`src/rtl/io_bus_pkg.sv`:
```
`default_nettype none
// ============================================================================
// io_bus_pkg : register offsets, STATUS layout and defaults for io_bus_responder
// Revision   : 1.0
// ============================================================================
package io_bus_pkg;

    localparam logic [31:0] DEFAULT_BASE_ADDR = 32'h1000_0000;

    localparam logic [1:0] OFF_PORT_OUT = 2'd0;
    localparam logic [1:0] OFF_PORT_IN  = 2'd1;
    localparam logic [1:0] OFF_TX_DATA  = 2'd2;
    localparam logic [1:0] OFF_STATUS   = 2'd3;

    localparam int ST_EMPTY     = 0;
    localparam int ST_FULL      = 1;
    localparam int ST_COUNT_LSB = 2;
    localparam int ST_COUNT_W   = 5;
    localparam int ST_OVF       = 7;
    localparam int ST_INCHG     = 8;

    // Field order matches the STATUS bit positions, LSB last.
    typedef struct packed {
        logic                  in_changed;
        logic                  overflow;
        logic [ST_COUNT_W-1:0] count;
        logic                  full;
        logic                  empty;
    } status_t;

    function automatic logic [31:0] pack_status(input status_t s);
        return {23'b0, s};
    endfunction

endpackage
`default_nettype wire

```
`src/rtl/io_tx_fifo.sv`:
```
`default_nettype none
// ============================================================================
// io_tx_fifo : circular transmit FIFO, one push and one pop per cycle
// Revision   : 1.0
// ============================================================================
module io_tx_fifo #(
    parameter int DEPTH = 4,
    parameter int WIDTH = 32,
    parameter int CNT_W = $clog2(DEPTH) + 1
) (
    input  logic             clk,
    input  logic             rst_n,
    input  logic             push,
    input  logic             pop,
    input  logic [WIDTH-1:0] din,
    output logic [WIDTH-1:0] dout,
    output logic             empty,
    output logic             full,
    output logic [CNT_W-1:0] count
);

    localparam int AW = $clog2(DEPTH);

    logic [WIDTH-1:0] mem_q [DEPTH];
    logic [AW-1:0]    wr_ptr_q, wr_ptr_d;
    logic [AW-1:0]    rd_ptr_q, rd_ptr_d;
    logic [CNT_W-1:0] count_q, count_d;
    logic             do_push;
    logic             do_pop;

    assign empty   = (count_q == '0);
    assign full    = (count_q == CNT_W'(DEPTH));
    assign count   = count_q;
    assign dout    = mem_q[rd_ptr_q];
    assign do_pop  = pop && !empty;
    // A full FIFO still accepts a push when the head leaves in the same cycle.
    assign do_push = push && (!full || do_pop);

    always_comb begin
        wr_ptr_d = wr_ptr_q;
        rd_ptr_d = rd_ptr_q;
        count_d  = count_q;
        if (do_push) begin
            wr_ptr_d = wr_ptr_q + 1'b1;
        end
        if (do_pop) begin
            rd_ptr_d = rd_ptr_q + 1'b1;
        end
        case ({do_push, do_pop})
            2'b10:   count_d = count_q + 1'b1;
            2'b01:   count_d = count_q - 1'b1;
            default: count_d = count_q;
        endcase
    end

    always_ff @(posedge clk or negedge rst_n) begin
        if (!rst_n) begin
            wr_ptr_q <= '0;
            rd_ptr_q <= '0;
            count_q  <= '0;
        end else begin
            wr_ptr_q <= wr_ptr_d;
            rd_ptr_q <= rd_ptr_d;
            count_q  <= count_d;
        end
    end

    always_ff @(posedge clk) begin
        if (do_push) begin
            mem_q[wr_ptr_q] <= din;
        end
    end

endmodule
`default_nettype wire

```
`src/rtl/io_bus_responder.sv`:
```
`default_nettype none
// ============================================================================
// io_bus_responder : 16-byte MMIO window with PortOut, synchronized PortIn and TX FIFO
// Revision         : 1.0
// ============================================================================
module io_bus_responder
    import io_bus_pkg::*;
#(
    parameter logic [31:0] BASE_ADDR  = DEFAULT_BASE_ADDR,
    parameter int          FIFO_DEPTH = 4
) (
    input  logic        clk,
    input  logic        reset,
    input  logic [31:0] Address,
    input  logic [31:0] WriteData,
    input  logic        MemWrite,
    input  logic        MemRead,
    output logic [31:0] ReadData,
    output logic        Hit,
    input  logic [7:0]  PortIn,
    output logic [31:0] PortOut,
    output logic [31:0] tx_data,
    output logic        tx_valid,
    input  logic        tx_ready
);

    localparam int CNT_W = $clog2(FIFO_DEPTH) + 1;

    logic [31:0]      port_out_q, port_out_d;
    logic [7:0]       s1_q, sync_q, prev_q;
    logic             ovf_q, ovf_d;
    logic             inchg_q, inchg_d;

    logic [1:0]       off;
    logic             we;
    logic             status_we;
    logic             fifo_push;
    logic             fifo_pop;
    logic             fifo_empty;
    logic             fifo_full;
    logic [CNT_W-1:0] fifo_count;
    logic             ovf_set;
    status_t          status;
    logic             unused_addr;

    assign off         = Address[3:2];
    assign unused_addr = ^Address[1:0];
    assign Hit         = (Address[31:4] == BASE_ADDR[31:4]);
    assign we          = MemWrite && Hit;
    assign status_we   = we && (off == OFF_STATUS);
    assign fifo_push   = we && (off == OFF_TX_DATA);
    assign fifo_pop    = tx_valid && tx_ready;
    assign ovf_set     = fifo_push && fifo_full && !fifo_pop;

    io_tx_fifo #(
        .DEPTH (FIFO_DEPTH),
        .WIDTH (32),
        .CNT_W (CNT_W)
    ) u_tx_fifo (
        .clk   (clk),
        .rst_n (reset),
        .push  (fifo_push),
        .pop   (fifo_pop),
        .din   (WriteData),
        .dout  (tx_data),
        .empty (fifo_empty),
        .full  (fifo_full),
        .count (fifo_count)
    );

    assign tx_valid = !fifo_empty;
    assign PortOut  = port_out_q;

    // Sticky bits: a set event in the same cycle as W1C keeps the bit at 1.
    always_comb begin
        port_out_d = port_out_q;
        if (we && (off == OFF_PORT_OUT)) begin
            port_out_d = WriteData;
        end
        ovf_d   = ovf_set || (ovf_q && !(status_we && WriteData[ST_OVF]));
        inchg_d = (sync_q != prev_q) || (inchg_q && !(status_we && WriteData[ST_INCHG]));
    end

    always_ff @(posedge clk or negedge reset) begin
        if (!reset) begin
            port_out_q <= '0;
            s1_q       <= '0;
            sync_q     <= '0;
            prev_q     <= '0;
            ovf_q      <= 1'b0;
            inchg_q    <= 1'b0;
        end else begin
            port_out_q <= port_out_d;
            s1_q       <= PortIn;
            sync_q     <= s1_q;
            prev_q     <= sync_q;
            ovf_q      <= ovf_d;
            inchg_q    <= inchg_d;
        end
    end

    always_comb begin
        status            = '0;
        status.empty      = fifo_empty;
        status.full       = fifo_full;
        status.count      = ST_COUNT_W'(fifo_count);
        status.overflow   = ovf_q;
        status.in_changed = inchg_q;
    end

    always_comb begin
        ReadData = '0;
        if (MemRead && Hit) begin
            case (off)
                OFF_PORT_OUT: ReadData = port_out_q;
                OFF_PORT_IN:  ReadData = {24'b0, sync_q};
                OFF_TX_DATA:  ReadData = '0;
                OFF_STATUS:   ReadData = pack_status(status);
                default:      ReadData = '0;
            endcase
        end
    end

endmodule
`default_nettype wire

```
`config.mk`:
```
export PLATFORM = sky130hd
export DESIGN_NAME = io_bus_responder
export DESIGN_NICKNAME = d
export VERILOG_FILES = /design/src/rtl/io_bus_pkg.sv /design/src/rtl/io_tx_fifo.sv /design/src/rtl/io_bus_responder.sv
export SDC_FILE = /design/constraint.sdc
export NUM_CORES = 1
export LEC_CHECK = 0
export BUFFER_PORTS_ARGS = -buffer_cell sky130_fd_sc_hd__buf_2
export CAP_MARGIN = 20
export CORE_ASPECT_RATIO = 1.2
export CORE_MARGIN = 4
export CORE_UTILIZATION = 48
export DETAILED_ROUTE_END_ITERATION = 10
export GPL_ROUTABILITY_DRIVEN = 0
export PLACE_DENSITY = 0.81
export SLEW_MARGIN = 25
export SYNTH_ARGS = -nofsm -noshare
export SYNTH_HDL_FRONTEND = slang
export SYNTH_HIERARCHICAL = 1
export SYNTH_SLANG_ARGS = --single-unit
export TNS_END_PERCENT = 50
```
`constraint.sdc`:
```
create_clock -name clk -period 2.75 [get_ports clk]
set_input_delay 0.6875 -clock clk [delete_from_list [all_inputs] [get_ports clk]]
set_output_delay 0.6875 -clock clk [all_outputs]
set_load 0.01 [all_outputs]
```
## Word level (Yosys, flattened, before mapping)

Memories as Yosys holds them, arrays and structs flattened.
Cells that the tools add are included.
Widths: inputs -> output; s select.

- Register bits: 65
- Memory bits (writable): 128
- Word-level logic and storage cells: 52
- Memories kept: 1

- $add $sub $neg: 4
- Equality and inequality tests: 8
- Mux-type cells: 5
- Reductions and logical operators: 25

Memory list:

| memory | depth | bits a word | read ports | clocked after Yosys merged registers in | wr ports | line | RTL |
|---|---|---|---|---|---|---|---|
| u_tx_fifo.mem_q | 4 | 32 | 1 | 0 | 1 | io_tx_fifo.sv:24 | `logic [WIDTH-1:0] mem_q [DEPTH];` |

Operators with widths:

| operator | count |
|---|---|
| $pmux 32 s4 | 1 |
| $mux 32 | 1 |
| $eq 28x25->1 const B | 1 |
| $logic_and 1x1->1 | 14 |
| $ne 8x8->1 | 1 |
| $eq 2x2->1 const B | 3 |
| $pmux 3 s2 | 1 |
| $logic_not 1->1 | 5 |
| $add 2x1->2 const B | 2 |
| $eq 2x1->1 const B | 2 |
| $add 3x1->3 const B | 1 |
| $eq 3x3->1 const B | 1 |
| $logic_not 3->1 | 1 |
| $logic_or 1x1->1 | 3 |
| $sub 3x1->3 const B | 1 |
| $logic_not 2->1 | 1 |
| $mux 1 | 2 |
| $reduce_bool 2->1 | 1 |

## Logic depth before layout (Yosys ltp)

- Depth in word-level cells: 8
- Mapped depth: 12

## Hierarchy

The synthesis kept the hierarchy.

Modules (own cells, without submodules):

| module | instances | cells an instance | area an instance (µm²) | seq. area each (µm²) |
|---|---|---|---|---|
| io_tx_fifo | 1 | 207 | 5043.6 | 4018.9 |
| io_bus_responder | 1 | 195 | 2514.9 | 1451.4 |

## Worst setup path before layout

Ideal clock, no wire load.

- Path kind: input to register
- Start: input port Address[20]
- End: register u_tx_fifo.count_q[1] (netlist: u_tx_fifo/count[1])
- Arrival time: 2.942 ns
- Required time: 2.667 ns
- Path slack: -0.275 ns
- Cell stages on the path: 10
- Cells stage by stage: nor4_1 -> nand2_1 -> or4_1 -> nor2_1 -> o21a_4 -> inv_1 -> ha_1 -> inv_1 -> fa_1 -> o21ai_0

- Cells in the longest elaborated chain, start to end: 6

Ends and longest elaborated chain:

| what | line | RTL |
|---|---|---|
| start, declared | io_bus_responder.sv:14 | `input logic [31:0] Address,` |
| $eq 28x25->1 (*) | io_bus_responder.sv:48 | `assign Hit = (Address[31:4] == BASE_ADDR[31:4]);` |
| $logic_and 1x1->1 (*) | io_bus_responder.sv:49 | `assign we = MemWrite && Hit;` |
| $logic_and 1x1->1 (*) | io_bus_responder.sv:51 | `assign fifo_push = we && (off == OFF_TX_DATA);` |
| net fifo_push | io_bus_responder.sv:37 | `logic fifo_push;` |
| $logic_and 1x1->1 (*) | io_tx_fifo.sv:37 | `assign do_push = push && (!full \|\| do_pop);` |
| $eq 2x1->1 / $eq 2x2->1 (equally long branches) | io_tx_fifo.sv:49 | `case ({do_push, do_pop})` |
| $pmux 3 s2 / $reduce_bool 2->1 (equally long branches) | n/a |  |
| end signal, assigned | io_tx_fifo.sv:64 | `count_q <= count_d;` |
| end, declared | io_tx_fifo.sv:27 | `logic [CNT_W-1:0] count_q, count_d;` |

Mark *: on every way through the listed nets, which the timed path passes. The rest lies on a longest branch.
A chain may end at the register's enable or synchronous reset.

## Worst setup path after layout

- Start: input port Address[20]
- End: output port ReadData[6]

- Cells in the longest elaborated chain, start to end: 3

Ends and longest elaborated chain:

| what | line | RTL |
|---|---|---|
| $eq 28x25->1 | io_bus_responder.sv:48 |  |
| $logic_and 1x1->1 | io_bus_responder.sv:113 | `if (MemRead && Hit) begin` |
| $mux 32 | io_bus_responder.sv:113 |  |
| end, declared | io_bus_responder.sv:18 | `output logic [31:0] ReadData,` |

No other way between the ends.

==> run summary <==
arrival time worst endpoint: 2350 ps
# IOs: 175
Ant. Diodes: 0
Mapped Cells: 402
initial drt markers: 219
Seq/Total Area, Yosys: 72.4%
Overflow after GRT: 0
hold_buf cts: 0
LEAKAGE: 4.12 nW
synth unique cells: 39
floorplan core area: 0.0155 mm²
worst-path maximum fanout: 5
Placed Instances: 791
FILL cells: 1,131
CP Capture Type: output port
nets: 692
Yosys reg bits: 193
most frequent cells after synthesis: edfxtp_1 (128), dfrtp_1 (65), mux2_2 (32), mux4_2 (32), and3_1 (23)
post-detailed-route via-to-cell ratio: 5.38
RSZ-0062 raised after global routing: true
failing checks: setup timing
Initial Util: 48.7%
run status: complete, but fails checks
dominant cell type by area after synthesis: edfxtp_1
PwrDens: 583 mW/mm²
DRC Markers: 0
port bufs: 172
number of clock sinks: 193
DP Wirelength: 11,400 µm
Period minus WS final: 3040 ps
fin. max-slew vios: 0
Post-synth EDFFs: 128
HP Class: in2async
vias in the first global route: 4,779
peak supply drop: 0.000331 V
end-of-flow core utilization: 63.4%
ys flop type: edfxtp_1
clk buf depth: 2
drt pass-1 iters: 5
TritonCTS clock tree: yes
Tcrit/Tclk final: 110%
antenna violations before repair: 0
Worst setup SP type: primary input
Avg Inst Size Synth: 18.8 µm²
Die ar.: 0.0178 mm²
post-route ant nets: 0
clock latency reported for the late side of the worst-skew pair: 420 ps
asr flop ratio synth: 33.7%
Final Hold Fails: 0
Worst-Margin Slew: 591 ps
Non-Filler Instances: 830
WS Path Type: in2out
GR Util All Layers: 19.4%
CTS Buf Count: 17
Clock Skews: 8.82 ps
Critical Path RT: 2060 ps
H-Tree Depth: 4
Synth Net Count: 485
Max Clk Rate: 0.329 GHz
Routed WL per cell: 21.0 µm
CTS clk-pin slew, worst paths: 70 ps
routed wire length: 17,400 µm
Die X: 123 µm
Synth Cell Area: 0.00756 mm²
final setup margin: -287 ps
top-area cell type share of the netlist area: 50.9%
largest net degree at the start of global routing: 44
most frequent cell after synthesis: edfxtp_1
Rel. slew slack: 60.6%
layout cells sized above 1: 54.8%
Layout area overhead: 30.1%
root buf cell: clkbuf_16
first-pass GRT wire length: 25,800 µm
maxcap violations: 0
setup violators final: 33
total number of vias: 4,466
die extent in y: 145 µm
Synthesis Warnings: 6
Synth area leaders: edfxtp_1 (51%), dfrtp_1 (22%), mux4_2 (9.5%)
Site Rows: 50
[metrics by stage]
step	setup TNS [ps]	power [mW]	instance area, µm²	hold slack [ps]	setup slack [ps]
finish	-8110	5.73	9830	261	-287
global route	-8910	5.94	9830	288	-323
CTS	-5630	5.78	9630	290	-219
detailed placement	-40850	3.34	8980	335	-376
global placement	-30450	3.33	8980	333	-296
floorplan	-23370	3.22	7600	331	-164
[cells by family (layout without fill, tap and decap cells)]
logic type / Yosys count / after routing / synth area share, %
xor+xnor: 14 / 14 / 1.62
fa+ha+maj: 6 / 6 / 1.09
flops: 193 / 193 / 72.4
simple gates: 70 / 70 / 5.99
buf+inv: 32 / 252 / 2.05
mux: 74 / 74 / 15.7
compound gates: 13 / 13 / 1.16
[where the power goes]
group	switching, mW	total (mW)	internal, mW
combinational	0.0943	0.156	0.0622
clock	1.07	2.45	1.39
sequential	0.0103	3.13	3.12
[worst paths after layout]
kind,startpoint,end,slack [ps],cells after the start
worst max-delay path,Address[20],ReadData[6],-290,9
worst min-delay path,reset,PortOut[6],260,1
worst max register to register,u_tx_fifo/count[0],u_tx_fifo/count[2],270,11
worst min register to register,s1_q[3],sync_q[3],350,0
max in group asynchronous,reset,PortOut[11],1860,2
min in group clk,s1_q[3],sync_q[3],350,0
[repair_timing]
action | CTS | global route
cloned | 1 | 2
pin swaps | 1 | 3
setup endpoints to repair | 52 | 34
setup buffers | 2 | 3
gates resized for setup | 9 | 31
[sequential cells by signal, summed over array words and instances, names as in the netlist, 2 cells and up]
name / cells
u_tx_fifo/mem_q: 128
PortOut: 32
prev_q: 8
s1_q: 8
sync_q: 8
u_tx_fifo/count: 3
u_tx_fifo/rd_ptr_q: 2
u_tx_fifo/wr_ptr_q: 2
[final cells by class]
| type | instances | area (µm²) | area share (%) |
|---|---|---|---|
| Multi-Input combinational cell | 177 | 2070 | 21.0 |
| Clock inverter | 13 | 153 | 1.55 |
| Sequential cell | 193 | 5480 | 55.7 |
| Tap cell | 208 | 260 | 2.65 |
| Timing Repair Buffer | 208 | 1390 | 14.1 |
| Inverter | 12 | 45.0 | 0.458 |
| Clock buffer | 19 | 443 | 4.50 |
[cells in the final DEF (no fill, tap or decap), drive strengths merged, types with 2 or more instances in the layout]
cell type	n
nor3	2
nand3	8
clkinv	2
clkinvlp	4
nand4	2
inv	17
nor4	8
ha	5
buf	207
mux2	34
o21ai	7
mux2i	8
mux4	32
dfrtp	65
and3	23
nor2	4
xor2	11
clkbuf	20
edfxtp	128
bufinv	2
and2	10
nand2	5
xnor2	3
nor3b	2
[per-layer routing]
layer,vias up,GRT usage (%),part of all wire (%)
met5,-,0,0
met4,0,5.83,1.1
met3,15,4.24,6.1
met2,179,34.0,54
met1,2302,23.9,39
li1,1970,-,-
[critical path, stage by stage]
cell and delay [ps]:
buf_2 100, nor4_2 430, buf_4 200, nand3b_4 90
nor3_4 200, buf_12 160, buf_8 130, nor3b_4 180
buf_2 160
No activity file was read; power rests on OpenSTA's default activity.
